## src/rtl/lmg_ctrl_pkg.sv

```systemverilog
// Shared register map, bit positions, FSM states and piece codes for the
// multi-engine legal-move-generator control block.
package lmg_ctrl_pkg;

  localparam int CTRL_ADDR   = 0;
  localparam int STATUS_ADDR = 1;
  localparam int BOARD_BASE  = 2;
  localparam int BOARD_ROWS  = 8;
  localparam int RESULT_BASE = 16;

  localparam int CTRL_START  = 0;
  localparam int CTRL_ABORT  = 1;
  localparam int CTRL_IRQ_EN = 2;

  localparam int ST_BUSY      = 0;
  localparam int ST_DONE      = 1;
  localparam int ST_OVF       = 2;
  localparam int ST_COUNT_LSB = 8;
  localparam int ST_COUNT_W   = 8;

  typedef enum logic [1:0] {
    IDLE,
    DISPATCH,
    COLLECT,
    DONE
  } state_t;

  // Nibble encoding of one board square; row word = 8 squares, square 0 in bits [3:0].
  typedef enum logic [3:0] {
    PC_EMPTY   = 4'h0,
    PC_WPAWN   = 4'h1,
    PC_WKNIGHT = 4'h2,
    PC_WBISHOP = 4'h3,
    PC_WROOK   = 4'h4,
    PC_WQUEEN  = 4'h5,
    PC_WKING   = 4'h6,
    PC_BPAWN   = 4'h9,
    PC_BKNIGHT = 4'hA,
    PC_BBISHOP = 4'hB,
    PC_BROOK   = 4'hC,
    PC_BQUEEN  = 4'hD,
    PC_BKING   = 4'hE
  } piece_t;

endpackage

```

## src/rtl/lmg_ctrl_mm_rr_arbiter.sv

```systemverilog
// Round-robin arbiter: one-hot grant starting the search at the pointer,
// pointer moves to the requester after the one granted.
module rr_arbiter #(
  parameter int N = 4
) (
  input  logic         clk,
  input  logic         reset,
  input  logic [N-1:0] i_req,
  output logic [N-1:0] o_grant
);

  localparam int PTR_W = (N > 1) ? $clog2(N) : 1;

  logic [PTR_W-1:0] r_ptr;
  logic [PTR_W-1:0] w_gidx;
  logic             w_found;
  int               w_idx;

  always_comb begin
    o_grant = '0;
    w_gidx  = r_ptr;
    w_found = 1'b0;
    w_idx   = 0;
    for (int i = 0; i < N; i++) begin
      w_idx = (int'(r_ptr) + i) % N;
      if (!w_found && i_req[PTR_W'(w_idx)]) begin
        o_grant[PTR_W'(w_idx)] = 1'b1;
        w_gidx  = PTR_W'(w_idx);
        w_found = 1'b1;
      end
    end
  end

  always_ff @(posedge clk or negedge reset) begin
    if (!reset) begin
      r_ptr <= '0;
    end else if (w_found) begin
      r_ptr <= PTR_W'((int'(w_gidx) + 1) % N);
    end
  end

endmodule

```

## src/rtl/lmg_ctrl_mm.sv

```systemverilog
// Avalon-MM control slave for NUM_ENG move-generator engines: board registers,
// CTRL/STATUS, start/abort dispatch and a round-robin merged result RAM.
module lmg_ctrl_mm
  import lmg_ctrl_pkg::*;
#(
  parameter int DATA_WIDTH = 32,
  parameter int ADDR_WIDTH = 15,
  parameter int NUM_ENG    = 4,
  parameter int MOVE_W     = 16,
  parameter int MAX_MOVES  = 128
) (
  input  logic                      clk,
  input  logic                      reset,
  input  logic [ADDR_WIDTH-1:0]     slave_address,
  input  logic                      slave_read,
  input  logic                      slave_write,
  input  logic [DATA_WIDTH-1:0]     slave_writedata,
  input  logic [DATA_WIDTH/8-1:0]   slave_byteenable,
  output logic [DATA_WIDTH-1:0]     slave_readdata,
  output logic                      irq,
  output logic [8*DATA_WIDTH-1:0]   board_flat,
  output logic [NUM_ENG-1:0]        eng_start,
  output logic [NUM_ENG-1:0]        eng_abort,
  input  logic [NUM_ENG*MOVE_W-1:0] eng_move,
  input  logic [NUM_ENG-1:0]        eng_valid,
  output logic [NUM_ENG-1:0]        eng_ready,
  input  logic [NUM_ENG-1:0]        eng_done
);

  localparam int RAM_AW = $clog2(MAX_MOVES);
  localparam int CNT_W  = RAM_AW + 1;
  localparam int NBYTES = DATA_WIDTH / 8;

  state_t                r_state;
  state_t                w_next;
  logic [CNT_W-1:0]      r_count;
  logic                  r_done;
  logic                  r_ovf;
  logic                  r_irq_en;
  logic                  r_abort;
  logic [DATA_WIDTH-1:0] r_board [BOARD_ROWS];
  logic [MOVE_W-1:0]     r_ram [MAX_MOVES];
  logic [DATA_WIDTH-1:0] r_rdata;

  logic                  w_hit_ctrl;
  logic                  w_hit_status;
  logic                  w_hit_board;
  logic                  w_hit_result;
  logic [2:0]            w_board_idx;
  logic [RAM_AW-1:0]     w_ram_ridx;
  logic                  w_ctrl_wr;
  logic                  w_st_wr;
  logic                  w_start_req;
  logic                  w_abort_req;
  logic                  w_busy;
  logic                  w_launch;
  logic                  w_kill;
  logic                  w_done_set;
  logic [NUM_ENG-1:0]    w_req;
  logic [NUM_ENG-1:0]    w_grant;
  logic                  w_take;
  logic                  w_full;
  logic [MOVE_W-1:0]     w_move;
  logic [ST_COUNT_W-1:0] w_cnt_field;
  logic [DATA_WIDTH-1:0] w_rdata;

  assign w_hit_ctrl   = slave_address == ADDR_WIDTH'(CTRL_ADDR);
  assign w_hit_status = slave_address == ADDR_WIDTH'(STATUS_ADDR);
  assign w_hit_board  = (slave_address >= ADDR_WIDTH'(BOARD_BASE)) &&
                        (slave_address <  ADDR_WIDTH'(BOARD_BASE + BOARD_ROWS));
  assign w_hit_result = (slave_address >= ADDR_WIDTH'(RESULT_BASE)) &&
                        (slave_address <  ADDR_WIDTH'(RESULT_BASE + MAX_MOVES));
  assign w_board_idx  = 3'(slave_address[2:0] - 3'(BOARD_BASE));
  assign w_ram_ridx   = RAM_AW'(slave_address[RAM_AW-1:0] - RAM_AW'(RESULT_BASE));

  // ABORT beats START in a single write; either only matters in the right state.
  assign w_ctrl_wr   = slave_write && w_hit_ctrl && slave_byteenable[0];
  assign w_st_wr     = slave_write && w_hit_status && slave_byteenable[0];
  assign w_abort_req = w_ctrl_wr && slave_writedata[CTRL_ABORT];
  assign w_start_req = w_ctrl_wr && slave_writedata[CTRL_START] && !slave_writedata[CTRL_ABORT];
  assign w_busy      = r_state != IDLE;
  assign w_launch    = (r_state == IDLE) && w_start_req;
  assign w_kill      = w_busy && w_abort_req;
  assign w_done_set  = (r_state == DONE) && !w_kill;

  assign w_req  = eng_valid & {NUM_ENG{r_state == COLLECT}};
  assign w_take = |w_grant;
  assign w_full = r_count == CNT_W'(MAX_MOVES);

  rr_arbiter #(
    .N (NUM_ENG)
  ) u_arb (
    .clk     (clk),
    .reset   (reset),
    .i_req   (w_req),
    .o_grant (w_grant)
  );

  always_comb begin
    w_move = '0;
    for (int i = 0; i < NUM_ENG; i++) begin
      if (w_grant[i]) begin
        w_move = eng_move[i*MOVE_W +: MOVE_W];
      end
    end
  end

  always_comb begin
    w_next = r_state;
    case (r_state)
      IDLE:     if (w_start_req) w_next = DISPATCH;
      DISPATCH: w_next = COLLECT;
      COLLECT:  if ((&eng_done) && !(|eng_valid)) w_next = DONE;
      DONE:     w_next = IDLE;
      default:  w_next = IDLE;
    endcase
    if (w_kill) begin
      w_next = IDLE;
    end
  end

  assign eng_start      = {NUM_ENG{r_state == DISPATCH}};
  assign eng_ready      = w_grant;
  assign eng_abort      = {NUM_ENG{r_abort}};
  assign irq            = r_done & r_irq_en;
  assign slave_readdata = r_rdata;

  // Status flag sets take priority over W1C clears issued in the same cycle.
  always_ff @(posedge clk or negedge reset) begin
    if (!reset) begin
      r_state  <= IDLE;
      r_count  <= '0;
      r_done   <= 1'b0;
      r_ovf    <= 1'b0;
      r_irq_en <= 1'b0;
      r_abort  <= 1'b0;
    end else begin
      r_state <= w_next;
      r_abort <= w_kill;
      if (w_ctrl_wr) begin
        r_irq_en <= slave_writedata[CTRL_IRQ_EN];
      end
      if (w_launch) begin
        r_count <= '0;
        r_done  <= 1'b0;
        r_ovf   <= 1'b0;
      end else begin
        if (w_take && !w_full) begin
          r_count <= r_count + CNT_W'(1);
        end
        if (w_take && w_full) begin
          r_ovf <= 1'b1;
        end else if (w_st_wr && slave_writedata[ST_OVF]) begin
          r_ovf <= 1'b0;
        end
        if (w_done_set) begin
          r_done <= 1'b1;
        end else if (w_st_wr && slave_writedata[ST_DONE]) begin
          r_done <= 1'b0;
        end
      end
    end
  end

  always_ff @(posedge clk or negedge reset) begin
    if (!reset) begin
      for (int r = 0; r < BOARD_ROWS; r++) begin
        r_board[r] <= '0;
      end
    end else if (slave_write && w_hit_board && !w_busy) begin
      for (int b = 0; b < NBYTES; b++) begin
        if (slave_byteenable[b]) begin
          r_board[w_board_idx][8*b +: 8] <= slave_writedata[8*b +: 8];
        end
      end
    end
  end

  always_ff @(posedge clk) begin
    if (w_take && !w_full) begin
      r_ram[r_count[RAM_AW-1:0]] <= w_move;
    end
  end

  always_comb begin
    board_flat = '0;
    for (int r = 0; r < BOARD_ROWS; r++) begin
      board_flat[r*DATA_WIDTH +: DATA_WIDTH] = r_board[r];
    end
  end

  always_comb begin
    w_cnt_field = (int'(r_count) > (1 << ST_COUNT_W) - 1) ? '1 : ST_COUNT_W'(r_count);
    w_rdata     = '0;
    if (w_hit_ctrl) begin
      w_rdata[CTRL_IRQ_EN] = r_irq_en;
    end else if (w_hit_status) begin
      w_rdata[ST_BUSY] = w_busy;
      w_rdata[ST_DONE] = r_done;
      w_rdata[ST_OVF]  = r_ovf;
      w_rdata[ST_COUNT_LSB +: ST_COUNT_W] = w_cnt_field;
    end else if (w_hit_board) begin
      w_rdata = r_board[w_board_idx];
    end else if (w_hit_result) begin
      w_rdata = DATA_WIDTH'(r_ram[w_ram_ridx]);
    end
  end

  always_ff @(posedge clk or negedge reset) begin
    if (!reset) begin
      r_rdata <= '0;
    end else if (slave_read) begin
      r_rdata <= w_rdata;
    end
  end

endmodule

```

## config.mk

```make
export PLATFORM = sky130hd
export DESIGN_NAME = lmg_ctrl_mm
export DESIGN_NICKNAME = d
export VERILOG_FILES = /design/src/rtl/lmg_ctrl_pkg.sv /design/src/rtl/lmg_ctrl_mm_rr_arbiter.sv /design/src/rtl/lmg_ctrl_mm.sv
export SDC_FILE = /design/constraint.sdc
export NUM_CORES = 2
export LEC_CHECK = 0
export ABC_AREA = 0
export BUFFER_PORTS_ARGS = -buffer_cell sky130_fd_sc_hd__buf_2
export CORE_UTILIZATION = 40
export DETAILED_ROUTE_END_ITERATION = 12
export GPL_ROUTABILITY_DRIVEN = 0
export HOLD_SLACK_MARGIN = 0.05
export SYNTH_ARGS = -nofsm -noshare
export SYNTH_HDL_FRONTEND = slang
export SYNTH_SLANG_ARGS = --single-unit
export TNS_END_PERCENT = 20
```

## constraint.sdc

```tcl
create_clock -name clk -period 12.4 [get_ports clk]
set_input_delay 0.62 -clock clk [delete_from_list [all_inputs] [get_ports clk]]
set_output_delay 0.62 -clock clk [all_outputs]
set_load 0.03 [all_outputs]
```

==> reports/summary.txt <==
Flops & latches, synth = 2352
Filler cell count = 19490
Worst-margin pin slew = 1.514 ns
Clock Tree Root = clkbuf_16
Final Instance Area = 108200 sq um
Via count = 51520
First-pass GRT wire length = 396.1 mm
Final hold viol count = 0
Share of the clock period used by the worst path = 51.81%
Crit end category = flip-flop
Yosys Warn Count = 0
Yosys cell types = 82
Initial antenna violation count = 22
Mapped Area = 93560 sq um
Area of the core = 232500 sq um
# rows = 177
Reg2reg path depth = 10
Post-layout minimum cycle time = 6.424 ns
DR WL/cell = 33.14 microns
Die area = 235800 sq um
Die H = 485.6 microns
R2r setup slk = 5.98 ns
CTS clock-pin slew for the worst setup and hold paths = 0.06 ns
Initial Util = 40.23%
GRT Total Usage = 23.78%
Worst Setup EP = r_ram[76][8]
# port buffers = 427
CTS tree = done
TritonCTS Sinks = 2352
RR Startpoint = u_arb.r_ptr[0]
PwrDens = 189.6 nW/um^2
Remaining routing DRC violations = 0
Clk_skew = 0.07113 ns
Final max-slew violation count = 2
Max IR drop VDD = 211.4 uV
Clk buf depth = 3
CP startpoint = u_arb.r_ptr[0]
RSZ-0062 raised after global routing = false
Die width = 485.6 microns
EDFF count, synth = 2048
Largest net degree at the start of global routing = 169
H-tree Lvls = 4
Max Fclk = 155.7 MHz
Clk_lat worst skew = 0.88 ns
Area leader, netlist = edfxtp_1
Worst Path Required = 12.84 ns
Setup crit start kind = flip-flop
Vias in the first global route = 50440
Max-Cap Viols = 1
Final nets = 5458
Ys flop type = edfxtp_1
HP Class = input pin to flip-flop
Avg Cell Area, Syn = 19.95 sq um
Failing checks = max-capacitance violations, max-slew violations
Setup TNS = 0 ns
Outcome = finished with violations
Mapped Nets = 4837
Total gr overflow = 0
Post-place instance area = 100400 sq um
Post-synth ARST share = 12.93%
Worst EP arrival = 6.86 ns
Starting DRT DRC Count = 6760
Top Ports = 428
Slew headroom = -2.244%
Crit path kind = flip-flop to flip-flop
DRT Wirelength = 284.1 mm
Final Setup Violations = 0
Layout cells sized above 1 = 34.35%
FF-to-FF End = r_ram[76][8]
TritonCTS Buffers = 235
Share of the synthesized area in the top cell type = 65.73%
Vias per Instance = 6.009
Area Growth Syn to Fin = 15.69%
Top post-synthesis cells by area = edfxtp_1, mux4_2, dfrtp_1
Syn Inst Count = 4690
HPWL Detailed = 178.5 mm
1st-pass router iterations = 6
Leak Pwr = 38.13 nW
Worst-path fanout max = 22
Post-synthesis sequential area ratio = 73.86%
Final ANT Viol Nets = 0
-- area by class of cell --
class                      instances  area (sq um)  area share [%]
clock inverter                   130          1433           1.324
sequential                      2352         69110           63.85
timing repair buffer             655          3958           3.656
antenna                           17         42.54         0.03930
tap                             3043          3807           3.518
inverter                          23         91.34         0.08439
multi-input combinational       2044         23490           21.71
clock buffer                     310          6304           5.824
-- per-stage QoR --
| stage | total power [mW] | instances | hold WS [ns] | utilization [%] | setup WS (ns) |
|---|---|---|---|---|---|
| global placement | 13.46 | 8109 | 0.4671 | 43.17 | 6.148 |
| detailed placement | 13.58 | 8109 | 0.4697 | 43.17 | 6.083 |
| global route | 21.08 | 8572 | 0.08011 | 46.54 | 5.664 |
| CTS | 20.59 | 8557 | 0.05162 | 46.53 | 6.034 |
| floorplan | 12.46 | 4690 | 0.3244 | - | 3.276 |
| finish | 20.53 | 8574 | 0.1143 | 46.55 | 5.976 |
-- synth_stat cells, drive strengths merged, types with 22 or more instances --
| cell type | count |
|---|---|
| edfxtp | 2048 |
| mux4 | 532 |
| mux2 | 329 |
| dfrtp | 304 |
| nor2 | 219 |
| buf | 163 |
| nand2 | 154 |
| mux2i | 148 |
| clkbuf | 108 |
| a22oi | 93 |
| a21oi | 73 |
| o21ai | 62 |
| o22ai | 48 |
| nor3 | 37 |
| nand3 | 31 |
| o221ai | 24 |
| inv | 22 |
| nand4 | 22 |
-- repair_timing --
action                                  4_1_cts  5_1_grt
endpoints found under the setup margin        0        0
endpoints found under the hold margin       106        0
gates resized for setup                       0        0
hold buffers                                  8        0
buffers inserted                              0        0
-- cells by family after synthesis --
| family | after synthesis | share of synthesized area (%) |
|---|---|---|
| flops | 2352 | 73.86 |
| xor+xnor | 4 | 0.03745 |
| compound gates | 445 | 3.322 |
| mux | 1009 | 18.37 |
| fa+ha+maj | 20 | 0.2675 |
| buf+inv | 294 | 1.359 |
| simple gates | 566 | 2.776 |
-- metal layers --
metal,GRT usage (%),wire [microns]
met3,5.478,29830
met5,0,36
met4,7.505,9103
met2,36.92,132000
met1,33.25,113100
-- where the power goes --
| group | switching, mW | internal [mW] |
|---|---|---|
| combinational | 2.58 | 0.535 |
| clock | 3.06 | 4.02 |
| sequential | 0.0694 | 10.3 |
| total | 5.70 | 14.8 |
-- worst max-delay path: stages, from the launching register on --
cell and delay [ns]:
dfrtp_1 0.87, inv_1 0.29, ha_1 0.62, or4bb_1 0.52
a31o_2 0.22, a21oi_1 0.24, a211o_1 0.69, or4_1 0.48
nand4_2 0.74, buf_4 0.48, nor2_2 0.81
-- cells in the final DEF, fill, tap and decap left out, drive strengths merged, types with 7 or more instances in the layout --
master / count
buf: 647
inv: 27
dlygate4sd3: 8
a41oi: 7
o211ai: 10
and3: 10
o22ai: 48
diode: 17
a22oi: 93
ha: 20
mux2: 329
nand3: 31
a22o: 13
nor4: 10
bufinv: 21
clkbuf: 310
a221oi: 18
dfrtp: 304
and2: 13
a211oi: 14
a31oi: 10
nand2: 154
a21oi: 73
nor3: 37
mux4: 532
a311oi: 11
o21ai: 62
o2bb2ai: 16
edfxtp: 2048
or3: 12
o221ai: 24
nor2: 219
nand4: 22
nand2b: 10
nor2b: 20
mux2i: 148
clkinv: 100
-- registers in the layout, summed over array words and instances, names as in the netlist --
register,cells
board_flat,256
r_done,1
r_state,2
r_ram,2048
u_arb.r_ptr,2
r_abort,1
r_ovf,1
r_irq_en,1
slave_readdata,32
r_count,8
-- worst min-delay path by stage --
stage	end	cells after the start	startpoint	slack [ns]
final	board_flat[207]	2	slave_writedata[15]	0.11
after global routing	board_flat[15]	2	slave_writedata[15]	0.08
after CTS	board_flat[207]	2	slave_writedata[15]	0.05
after global placement	slave_readdata[29]	1	slave_readdata[29]	0.47
after detailed placement	slave_readdata[27]	1	slave_readdata[27]	0.47
after floorplan	board_flat[0]	0	reset	0.32
Note: power is estimated with default switching activity, not from simulation.
